`config.mk`:
```
export PLATFORM = sky130hd
export DESIGN_NAME = evaluation_module
export DESIGN_NICKNAME = d
export VERILOG_FILES = /design/src/rtl/genius_pkg.sv /design/src/rtl/button_encoder.sv /design/src/rtl/evaluation_module.sv
export SDC_FILE = /design/constraint.sdc
export NUM_CORES = 1
export LEC_CHECK = 0
export ABC_AREA = 1
export BUFFER_PORTS_ARGS = -buffer_cell sky130_fd_sc_hd__buf_2
export CAP_MARGIN = 5
export CELL_PAD_IN_SITES_DETAIL_PLACEMENT = 0
export CELL_PAD_IN_SITES_GLOBAL_PLACEMENT = 1
export CORE_MARGIN = 2
export CORE_UTILIZATION = 35
export CTS_BUF_LIST = sky130_fd_sc_hd__clkbuf_16
export CTS_CLUSTER_DIAMETER = 50
export CTS_CLUSTER_SIZE = 40
export DETAILED_ROUTE_END_ITERATION = 8
export GPL_ROUTABILITY_DRIVEN = 0
export HOLD_SLACK_MARGIN = 0.05
export PLACE_DENSITY_LB_ADDON = 0.1
export SYNTH_ARGS = -nofsm -noshare
export SYNTH_HDL_FRONTEND = slang
export SYNTH_SLANG_ARGS = --single-unit
```
`constraint.sdc`:
```
create_clock -name i_clk -period 1.7 [get_ports i_clk]
set_input_delay 0.255 -clock i_clk [delete_from_list [all_inputs] [get_ports i_clk]]
set_output_delay 0.255 -clock i_clk [all_outputs]
set_load 0.01 [all_outputs]
```
`src/rtl/genius_pkg.sv`:
```
// Shared types and constants for the Genius game blocks.
package genius_pkg;

    typedef enum logic [1:0] {
        GREEN  = 2'd0,
        YELLOW = 2'd1,
        RED    = 2'd2,
        BLUE   = 2'd3
    } color_t;

    localparam int DONE_BIT        = 5;
    localparam int PASS_BIT        = 4;
    localparam int MAX_LEN_DEFAULT = 16;

    // One-hot LED/button pattern for a color code (bit 0 green ... bit 3 blue).
    function automatic logic [3:0] color_to_onehot(input color_t color);
        return 4'b0001 << color;
    endfunction

    // Status word reported to the FSM once an evaluation has finished.
    function automatic logic [5:0] make_status(input logic pass, input logic [3:0] index);
        logic [5:0] status;
        status           = '0;
        status[DONE_BIT] = 1'b1;
        status[PASS_BIT] = pass;
        status[3:0]      = index;
        return status;
    endfunction

endpackage

```
`src/rtl/button_encoder.sv`:
```
// Combinational one-hot button to color encoder.
// Flags an idle bus (none) and illegal multi-button chords (multi); the
// color output is only meaningful when both flags are low.
module button_encoder
    import genius_pkg::*;
(
    input  logic [3:0] buttons,
    output color_t     color,
    output logic       none,
    output logic       multi
);

    // Decode the button bus into a color code plus idle/chord flags.
    always_comb begin
        color = GREEN;
        none  = 1'b0;
        multi = 1'b0;
        case (buttons)
            4'b0000: none  = 1'b1;
            4'b0001: color = GREEN;
            4'b0010: color = YELLOW;
            4'b0100: color = RED;
            4'b1000: color = BLUE;
            default: multi = 1'b1;
        endcase
    end

endmodule

```
`src/rtl/evaluation_module.sv`:
```
// Evaluation sub-module of the Genius game FSM.
// Captures one button press per sequence element, compares it against the
// latched color sequence and reports done/pass/index on o_value.
// Optional build macro EVAL_TIMEOUT_EN adds a per-press inactivity timeout
// (TIMEOUT_CYCLES); without it the module waits for the player indefinitely.
module evaluation_module
    import genius_pkg::*;
#(
    parameter int MAX_LEN = MAX_LEN_DEFAULT
`ifdef EVAL_TIMEOUT_EN
    ,
    parameter int unsigned TIMEOUT_CYCLES = 1_000_000_000
`endif
) (
    input  logic                       i_clk,
    input  logic                       i_reset_button,
    input  logic                       i_enable,
    input  logic [2*MAX_LEN-1:0]       i_sequence,
    input  logic [$clog2(MAX_LEN):0]   i_length,
    input  logic [3:0]                 i_play_button,
    output logic [5:0]                 o_value,
    output logic [3:0]                 o_led_color
);

    localparam int IW = $clog2(MAX_LEN);
    localparam int LW = IW + 1;

    typedef enum logic [2:0] {
        S_OFF,
        S_RELEASE,
        S_LISTEN,
        S_HOLD,
        S_DONE
    } eval_state_t;

    eval_state_t          state;
    logic [2*MAX_LEN-1:0] seq_q;
    logic [LW-1:0]        length_q;
    logic [IW-1:0]        index;
    color_t               color_q;

    color_t               pressed_color;
    logic                 buttons_none;
    logic                 buttons_multi;
    color_t               expected_color;
    logic                 is_last;
    logic [LW-1:0]        clamped_length;
    logic                 timed_out;

    button_encoder u_button_encoder (
        .buttons (i_play_button),
        .color   (pressed_color),
        .none    (buttons_none),
        .multi   (buttons_multi)
    );

    assign expected_color = color_t'(seq_q[2*index +: 2]);
    assign is_last        = ({1'b0, index} == (length_q - LW'(1)));
    assign clamped_length = (i_length > LW'(MAX_LEN)) ? LW'(MAX_LEN) : i_length;

`ifdef EVAL_TIMEOUT_EN
    localparam int TW = (TIMEOUT_CYCLES > 1) ? $clog2(TIMEOUT_CYCLES) : 1;

    logic [TW-1:0] timer;
    logic          timer_active;

    assign timer_active = (state == S_RELEASE) || (state == S_LISTEN) || (state == S_HOLD);
    assign timed_out    = timer_active && (timer == TW'(TIMEOUT_CYCLES - 1));

    // Inactivity timer; restarts whenever the player gets a fresh chance to press.
    always_ff @(posedge i_clk) begin
        if (i_reset_button || !i_enable) begin
            timer <= '0;
        end else if (((state == S_RELEASE) || (state == S_HOLD)) && buttons_none) begin
            timer <= '0;
        end else if (timer_active) begin
            timer <= timer + TW'(1);
        end
    end
`else
    assign timed_out = 1'b0;
`endif

    // Evaluation FSM with registered status and LED outputs.
    always_ff @(posedge i_clk) begin
        if (i_reset_button) begin
            state       <= S_OFF;
            o_value     <= '0;
            o_led_color <= '0;
            index       <= '0;
            seq_q       <= '0;
            length_q    <= '0;
            color_q     <= GREEN;
        end else if (!i_enable) begin
            state       <= S_OFF;
            o_value     <= '0;
            o_led_color <= '0;
            index       <= '0;
        end else begin
            case (state)
                S_OFF: begin
                    seq_q    <= i_sequence;
                    length_q <= clamped_length;
                    index    <= '0;
                    if (i_length == '0) begin
                        state   <= S_DONE;
                        o_value <= make_status(1'b1, 4'd0);
                    end else begin
                        state <= S_RELEASE;
                    end
                end
                S_RELEASE: begin
                    if (timed_out) begin
                        state   <= S_DONE;
                        o_value <= make_status(1'b0, 4'(index));
                    end else if (buttons_none) begin
                        state <= S_LISTEN;
                    end
                end
                S_LISTEN: begin
                    if (timed_out) begin
                        state   <= S_DONE;
                        o_value <= make_status(1'b0, 4'(index));
                    end else if (buttons_multi) begin
                        state   <= S_DONE;
                        o_value <= make_status(1'b0, 4'(index));
                    end else if (!buttons_none) begin
                        color_q     <= pressed_color;
                        o_led_color <= color_to_onehot(pressed_color);
                        state       <= S_HOLD;
                    end
                end
                S_HOLD: begin
                    if (timed_out) begin
                        state       <= S_DONE;
                        o_value     <= make_status(1'b0, 4'(index));
                        o_led_color <= '0;
                    end else if (buttons_none) begin
                        o_led_color <= '0;
                        if (color_q != expected_color) begin
                            state   <= S_DONE;
                            o_value <= make_status(1'b0, 4'(index));
                        end else if (is_last) begin
                            state   <= S_DONE;
                            o_value <= make_status(1'b1, 4'(index));
                        end else begin
                            index <= index + IW'(1);
                            state <= S_LISTEN;
                        end
                    end
                end
                S_DONE: begin
                end
                default: begin
                    state <= S_OFF;
                end
            endcase
        end
    end

endmodule

```
# ---- Yosys cells after proc, flatten, opt, wreduce, memory -nomap -nowiden
# Cells that the tools add are included.
dict set report op_classes {
  n_addsub 2
  magnitude_cmp 1
  n_eq_ne 20
  shift 2
  muxes 25
  bitwise 3
  n_reduce_logical 14
}
# operator count
set op_table {}
lappend op_table {{$shiftx A32 B6 Y2} 1}
lappend op_table {{$mux W6} 5}
lappend op_table {{$mux W4} 6}
lappend op_table {{$mux W3} 7}
lappend op_table {{$pmux W6 S3} 1}
lappend op_table {{$ne A2 B2 Y1 const B} 8}
lappend op_table {{$pmux W4 S2} 2}
lappend op_table {{$reduce_and A4 Y1} 4}
lappend op_table {{$pmux W3 S5} 1}
lappend op_table {{$eq A3 B2 Y1 const B} 2}
lappend op_table {{$ne A3 B3 Y1 const B} 2}
lappend op_table {{$pmux W2 S3} 1}
lappend op_table {{$eq A4 B5 Y1} 1}
lappend op_table {{$gt A5 B5 Y1 const B} 1}
lappend op_table {{$logic_not A5 Y1} 1}
lappend op_table {{$mux W5} 1}
lappend op_table {{$reduce_and A5 Y1} 1}
lappend op_table {{$reduce_or A5 Y1} 1}
lappend op_table {{$sub A5 B1 Y5 const B} 1}
lappend op_table {{$add A4 B1 Y4 const B} 1}
lappend op_table {{$eq A4 B1 Y1 const B} 1}
lappend op_table {{$eq A4 B2 Y1 const B} 1}
lappend op_table {{$eq A4 B3 Y1 const B} 1}
lappend op_table {{$eq A4 B4 Y1 const B} 1}
lappend op_table {{other kinds (12)} 15}
dict set report word_totals {
  register_bits 56
  in_bits 44
  output_inout_bits 10
  wordCells 74
}

# ---- Depth between registers and ports, before layout
# Gate-level depths: netlist of run 1.
dict set report depth {
  ltp_word 6
  ltp_mapped 15
  mapped_depth_nobuf 14
}

# ---- Cells and area by module
# Synthesis of run 1 repeated with hierarchy kept, for this count alone.
dict set report unflattened {
  hier_cells 409
  area_unflattened_um2 2815.2
}
# module instances cells_per_inst area_each_um2 seq_area_each_um2
set modules_own_cells {}
lappend modules_own_cells {evaluation_module 1 393 2745.1 1121.1}
lappend modules_own_cells {button_encoder 1 16 70.1 0.0}

# ---- Worst setup path after synthesis of run 1
# Ideal clock, no wire load.
dict set report synth_path {
  path_type {register to register}
  from {register length_q[0]}
  to {register o_value[3]}
  setup_ns 0.129
  arrival_time_ns 1.532
  required_ns 1.571
  slack_ns 0.040
  path_stages_with_launch 11
  path_buffers 0
  synth_period_minus_slack_ns 1.660
  cell_sequence {dfxtp_1 inv_1 ha_1 xor2_1 o21ai_1 nor3_2 nand2_1 nand4_4 nand3_1 nand2_1 nor2_1}
}
dict set report synth_via {
  elab_chain_cells 4
}
# element line_no
set synth_lines {}
lappend synth_lines {{start, declared} evaluation_module.sv:38} ;# logic [LW-1:0] length_q;
lappend synth_lines {{start signal, assigned} evaluation_module.sv:103} ;# length_q <= clamped_length;
lappend synth_lines {{$sub A5 B1 Y5} evaluation_module.sv:58} ;# assign is_last = ({1'b0, index} == (length_q - LW'(1)));
lappend synth_lines {{$eq A4 B5 Y1} evaluation_module.sv:58}
lappend synth_lines {{$ne A3 B3 Y1 (no source line)} -}
lappend synth_lines {{$reduce_and A5 Y1 (no source line)} -}
lappend synth_lines {{end signal, assigned} evaluation_module.sv:107} ;# o_value <= make_status(1'b1, 4'd0);
lappend synth_lines {{end signal, assigned} evaluation_module.sv:115} ;# o_value <= make_status(1'b0, 4'(index));
lappend synth_lines {{end signal, assigned} evaluation_module.sv:123} ;# o_value <= make_status(1'b0, 4'(index));
lappend synth_lines {{end, declared} evaluation_module.sv:21} ;# output logic [5:0] o_value,
# Every way passes these cells.
# A chain may end at the register's enable or synchronous reset.

# ---- Worst setup path after layout of run 1
dict set report layout_path {
  from {register length_q[0]}
  to {register index[1]}
}
dict set report layout_via {
  elab_chain_cells 4
}
# element line_no
set layout_lines {}
lappend layout_lines {{$sub A5 B1 Y5} evaluation_module.sv:58}
lappend layout_lines {{$eq A4 B5 Y1} evaluation_module.sv:58}
lappend layout_lines {{$ne A2 B2 Y1 (no source line)} -}
lappend layout_lines {{$reduce_and A4 Y1 (no source line)} -}
lappend layout_lines {{end signal, assigned} evaluation_module.sv:147} ;# index <= index + IW'(1);
lappend layout_lines {{end, declared} evaluation_module.sv:39} ;# logic [IW-1:0] index;
# Every way passes these cells.

==> results_dict.tcl, run 1 <==
set metrics [dict create \
    vias 2794 \
    synth-xor-area-share_pct 2.168 \
    crit_chain "inv_2 -> ha_4 -> xor2_1 -> o21ai_1 -> nor3_2 -> buf_4 -> a31oi_4 -> nand2_2 -> nand2_1 -> nand2_1 -> nor2_2" \
    tightest_slew_ns 0.4199 \
    io_pins 54 \
    clock_latency_ns 0.29 \
    cts_hold_buf 0 \
    htreeDepth 2 \
    core_area_sq_um 7767 \
    cp-start-kind "flop" \
    initial_core_util_pct 36.40 \
    p_leak_nw 1.695 \
    hold_class "input port to flop" \
    rsz0062_at_grt "true" \
    synth_cell_types 34 \
    skew_ns 0.004666 \
    cts.sinks 56 \
    rows 32 \
    hold_viol 0 \
    cts_made_buffers 5 \
    path_delay_family "simple AND/OR/NAND/NOR gates" \
    layout-drive-gt1-share_pct 28.40 \
    ys_warn_count 0 \
    root_buffer "clkbuf_16" \
    synth_top_family_by_area "simple AND/OR/NAND/NOR gates" \
    syn-cell-area_sq_um 2828 \
    maxCapViolations 0 \
    worstPathBufferInverterCount 2 \
    cpMostUsedCell "nand2_1" \
    fin_crit_sh_pct 99.36 \
    antenna_left 0 \
    p_per_area_nw_per_um2 950.8 \
    synthCells 414 \
    grt-ovfl-total 0 \
    synthAdderAreaFrac_pct 0.8850 \
    tritoncts "done" \
    slew_headroom_pct 71.97 \
    dieArea_sq_um 8814 \
    vdd_ir_drop_max_mv 0.5806 \
    wl_per_cell_microns 12.11 \
    num_antenna_cells 0 \
    synthSimpleGateAreaFrac_pct 28.01 \
    period_needed_ns 1.689 \
    grt_first_pass_wirelength_microns 11750 \
    final_area_sq_um 3697 \
    antenna_found_initial 0 \
    avgViaCountPerCell 4.752 \
    crit_path_end_kind "flop" \
    synth_compound_area_share_pct 17.57 \
    drtPass1Iterations 4 \
    ys_ff_latch 56 \
    finalMaxSlewViolations 0 \
    synth_fp_nets 460 \
    synthTopCellsByArea "dfxtp_1 (40%), nand2_1 (10%), a21oi_1 (9.2%), inv_1 (8.1%), nand3_1 (8.0%)" \
    drc 0 \
    io_buffers 53 \
    synth_top_area_share_pct 39.65 \
    synth_largest_area_cell "dfxtp_1" \
    max_stage_delay_ns 0.33 \
    worstSetupPathType "flop to flop" \
    track_usage_pct 16.81 \
    tns_ns 0 \
    drtIter0Drc 98 \
    avgSynthCellArea_sq_um 6.830 \
    critPathArrivalTime_ns 1.86 \
    dp_hpwl_microns 5159 \
    outcome "finished, final reports clean" \
    first_global_vias 2516 \
    ys_seq_area_share_pct 39.65 \
    cp_data_required_time_ns 1.87 \
    syn_to_final_growth_pct 30.75 \
    synth.mux.area_fraction_pct 0 \
    placed_area_sq_um 3347 \
    cp_slowest_cell "dfxtp_2" \
    grt_max_degree 34 \
    layout_common_cells "nand2_1 (74), inv_1 (56), buf_2 (53)" \
    wirelength_microns 7119 \
    report.final.setup_viol 0 \
    final_nets 532 \
    final_common_cell "nand2_1" \
    path_max_fanout 6 \
    cts_buffer_depth 2 \
    fmax_ghz 0.5920 \
    cts.reportedPaths.clkPinSlew_ns 0.07 \
    dieWidth_microns 93.89 \
    die_h_microns 93.89 \
    fill_cells 823 \
]
==> registers in the layout (all words and copies together), names as in the netlist <==
signal and flops:
color_q 2, length_q 5, o_led_color 4, o_value 6, index 4, seq_q 32
state 3
==> kinds of logic (layout without fill, tap and decap cells) <==
| kind of cell | Yosys count | count (layout) |
|---|---|---|
| buf+inv | 82 | 153 |
| simple gates | 173 | 174 |
| compound gates | 94 | 94 |
| fa+ha+maj | 2 | 2 |
| flops | 56 | 56 |
| xor+xnor | 7 | 7 |
==> cells in the mapped netlist (all sizes together) <==
cell type  instances
nand2             85
inv               64
dfxtp             56
a21oi             52
nand3             46
o21ai             35
nor2              32
clkbuf            12
buf                6
nor3               6
xor2               5
a211oi             2
a31oi              2
ha                 2
xnor2              2
a22oi              1
a311oi             1
and3               1
nand3b             1
nand4              1
o211ai             1
or2                1
==> worst paths after layout <==
path,startpoint,slack [ns],end,cells past startpoint
setup reg to reg,length_q[0]$_SDFFE_PP0P_,0.01,index[1]$_SDFFE_PP0P_,11
hold / removal,i_sequence[21],0.22,seq_q[21]$_SDFFE_PP0P_,3
setup / recovery,length_q[0]$_SDFFE_PP0P_,0.01,index[1]$_SDFFE_PP0P_,11
hold reg to reg,o_value[5]$_SDFFE_PP0P_,0.45,o_value[5]$_SDFFE_PP0P_,2
==> area by class of cell <==
class                           instances  area (sq um)  area share, %
Sequential cell                        56          1129          30.52
Clock buffer                            5         125.1          3.384
Multi-Input combinational cell        277          1523          41.18
Inverter                               64         242.7          6.565
Tap cell                              102         127.6          3.452
Timing Repair Buffer                   82         490.5          13.27
Clock inverter                          2         60.06          1.624
==> stage by stage <==
step	power (mW)	setup WS, ns	util, %	cells	hold WS, ns
after CTS	3.518	0.0004114	46.36	588	0.2055
final	3.515	0.01091	47.60	588	0.2171
after global routing	3.711	-0.1439	47.60	588	0.2207
after detailed placement	2.177	-0.07727	43.09	580	0.4462
after global placement	2.164	-0.06280	43.09	580	0.4449
after floorplan	1.964	0.03956	-	414	0.3899
==> report_power, final <==
group	leakage [nW]	internal, mW	total (mW)	switching, mW
Combinational	1.14	0.290	0.747	0.457
Sequential	0.462	1.43	1.46	0.0388
Clock	0.0899	0.837	1.30	0.467
Total	1.70	2.55	3.52	0.963
==> timing repair <==
action	4_1_cts	5_1_grt
gates resized for setup	14	27
gates cloned	1	0
pin swaps	7	11
setup buffers	1	0
endpoints found under the setup margin	11	52
==> per-layer routing <==
layer	vias to the layer above	GRT usage, %	part of all wire (%)
met5	-	0	0
met4	0	3.986	1.1
met3	6	2.889	3.3
met2	49	25.48	42
met1	1254	24.78	54
li1	1485	-	-
==> worst reg2reg max path, stage by stage (launching register included) <==
cell and delay (ns):
dfxtp_2 0.33, inv_2 0.04, ha_4 0.26, xor2_1 0.12, o21ai_1 0.09, nor3_2 0.21
buf_4 0.16, a31oi_4 0.10, nand2_2 0.11, nand2_1 0.05, nand2_1 0.06, nor2_2 0.03
Power figures use the tool's default switching activity.
==> run 2: changes to the inputs <==
--- a/config.mk
+++ b/config.mk
@@ -11,7 +11,7 @@
 export CELL_PAD_IN_SITES_DETAIL_PLACEMENT = 0
 export CELL_PAD_IN_SITES_GLOBAL_PLACEMENT = 1
 export CORE_MARGIN = 2
-export CORE_UTILIZATION = 35
+export CORE_UTILIZATION = 42
 export CTS_BUF_LIST = sky130_fd_sc_hd__clkbuf_16
 export CTS_CLUSTER_DIAMETER = 50
 export CTS_CLUSTER_SIZE = 40
==> constraint.sdc (replaced) <==
create_clock -name i_clk -period 2 [get_ports i_clk]
set_input_delay 0.3 -clock i_clk [delete_from_list [all_inputs] [get_ports i_clk]]
set_output_delay 0.3 -clock i_clk [all_outputs]
set_load 0.01 [all_outputs]
==> results_dict.tcl, run 2 (synthesis gave the netlist of run 1 again) <==
set metrics [dict create \
    drtPass1Iterations 4 \
    cts_made_buffers 5 \
    hold_class "input port to flop" \
    wl_met1_microns 3414 \
    seq_power_share_pct 45.0 \
    dieArea_sq_um 7405 \
    initial_core_util_pct 44.03 \
    cts.sinks 56 \
    path_max_fanout 5 \
    tightest_slew_ns 0.4345 \
    slew_headroom_pct 71.00 \
    reg.largest.list "seq_q: 32 flops, o_value: 6 flops, length_q: 5 flops" \
    top_layer "met4" \
    die_h_microns 86.05 \
    antenna_left 0 \
    vias 2680 \
    p_per_area_nw_per_um2 822.3 \
    syn_to_final_growth_pct 18.85 \
    num_antenna_cells 0 \
    grt-ovfl-total 0 \
    hold_viol 0 \
    grt_max_degree 41 \
    crit_path_end_kind "flop" \
    drc 0 \
    rows 29 \
    outcome "finished, final reports clean" \
    maxCapViolations 0 \
    wirelength_microns 6519 \
    dp_hpwl_microns 4736 \
    power_switching_uw 768.8 \
    cp_data_required_time_ns 2.16 \
    worstSetupPathType "flop to flop" \
    grt_first_pass_wirelength_microns 11200 \
    largest_reg_flops 32 \
    drtIter0Drc 125 \
    report.final.setup_viol 0 \
    first_global_vias 2465 \
    cts_buffer_depth 2 \
    met3_length_microns 268 \
    switching_share_pct 27.82 \
    htreeDepth 2 \
    tritoncts "done" \
    clock_latency_ns 0.29 \
    finalMaxSlewViolations 0 \
    p_total_mw 2.763 \
    dieWidth_microns 86.05 \
    skew_ns 0.005438 \
    p_int_mw 1.995 \
    final_common_cell "nand2_1" \
    cts.reportedPaths.clkPinSlew_ns 0.07 \
    fill_cells 686 \
    fin_crit_sh_pct 91.29 \
    antenna_found_initial 0 \
    share_comb_of_total_power_pct 20.0 \
    critPathArrivalTime_ns 1.99 \
    track_usage_pct 18.56 \
    core_area_sq_um 6422 \
    avgViaCountPerCell 4.917 \
    root_buffer "clkbuf_16" \
    period_needed_ns 1.826 \
    largest_register "seq_q" \
    io_pins 54 \
    placed_cells 535 \
    placed_area_sq_um 3166 \
    final_area_sq_um 3361 \
    timing.hold.ws_ns 0.2415 \
    rsz0062_at_grt "true" \
    p_leak_nw 1.548 \
    layout-drive-gt1-share_pct 19.02 \
    pwr-share-clk_pct 35.0 \
    cp-start-kind "flop" \
    io_buffers 53 \
    wl_per_cell_microns 11.96 \
    wl_met2_microns 2774 \
    finalNonFillerCells 545 \
    final_nets 513 \
    vdd_ir_drop_max_mv 0.4215 \
    final_util_pct 52.33 \
    fmax_ghz 0.5477 \
    cts_hold_buf 0 \
    layout_common_cells "nand2_1 (78), inv_1 (61), dfxtp_1 (55)" \
]
-- run 2: changes by cell type in the layout (fill, tap and decap cells not counted), moves of 2 or more --
cell	change
nor2_1	+3
nor2_2	-3
dfxtp_1	+3
dfxtp_2	-2
clkinv_1	+2
nand2_1	+4
inv_1	+5
buf_6	-2
inv_2	-4
nand3_2	-9
buf_4	-17
nand3_1	+10
nand2_4	-4
-- run 2: area by class of cell --
| class | instances | area [sq um] | area share, % |
|---|---|---|---|
| timing repair buffer | 63 | 340.3 | 10.13 |
| clock inverter | 3 | 37.54 | 1.117 |
| sequential | 56 | 1122 | 33.40 |
| multi-input combinational | 277 | 1399 | 41.62 |
| tap | 77 | 96.34 | 2.867 |
| inverter | 64 | 240.2 | 7.148 |
| clock buffer | 5 | 125.1 | 3.723 |
-- run 2: power groups by stage --
| stage | registers [mW] | clock network [mW] | logic (mW) |
|---|---|---|---|
| final | 1.24 | 0.967 | 0.552 |
| after global routing | 1.25 | 1.03 | 0.643 |
| after CTS | 1.24 | 0.993 | 0.547 |
| after detailed placement | 1.27 | 0 | 0.543 |
| after global placement | 1.27 | 0 | 0.535 |
| after floorplan | 1.27 | 0 | 0.401 |
-- run 2: routing by layer --
metal / GRT usage [%] / up-vias
met5: 0 / -
met4: 4.762 / 0
met3: 2.310 / 5
met2: 28.47 / 59
met1: 27.47 / 1181
li1: - / 1435
-- run 2: what timing repair did --
action | 4_1_cts | 5_1_grt
buffers inserted | 0 | 1
gates resized for setup | 0 | 3
setup endpoints to repair | 0 | 5
-- run 2: worst max-delay path, stage by stage, from the launching register on --
cell and delay, ns:
dfxtp_2 0.35, inv_1 0.06, ha_1 0.23, xnor2_1 0.18
xor2_1 0.19, nor3_2 0.05, buf_4 0.15, nand2_2 0.12
nand4_4 0.13, nand2_2 0.12, nand2_1 0.05, nand2_1 0.05
nor2_1 0.04
-- run 2: per-stage QoR --
| step | setup TNS [ns] | setup slack [ns] |
|---|---|---|
| floorplan | 0 | 0.3396 |
| global placement | 0 | 0.1656 |
| detailed placement | 0 | 0.1553 |
| CTS | 0 | 0.1387 |
| global route | -0.007603 | -0.007603 |
| finish | 0 | 0.1742 |
-- run 2: path summary, 6_finish.rpt --
kind | start | end | slack, ns | depth (start not counted)
worst max-delay path | length_q[0]$_SDFFE_PP0P_ | o_value[3]$_SDFFE_PP0P_ | 0.17 | 12
worst min-delay path | i_sequence[21] | seq_q[21]$_SDFFE_PP0P_ | 0.24 | 3
worst max register to register | length_q[0]$_SDFFE_PP0P_ | o_value[3]$_SDFFE_PP0P_ | 0.17 | 12
worst min register to register | o_value[5]$_SDFFE_PP0P_ | o_value[5]$_SDFFE_PP0P_ | 0.45 | 2
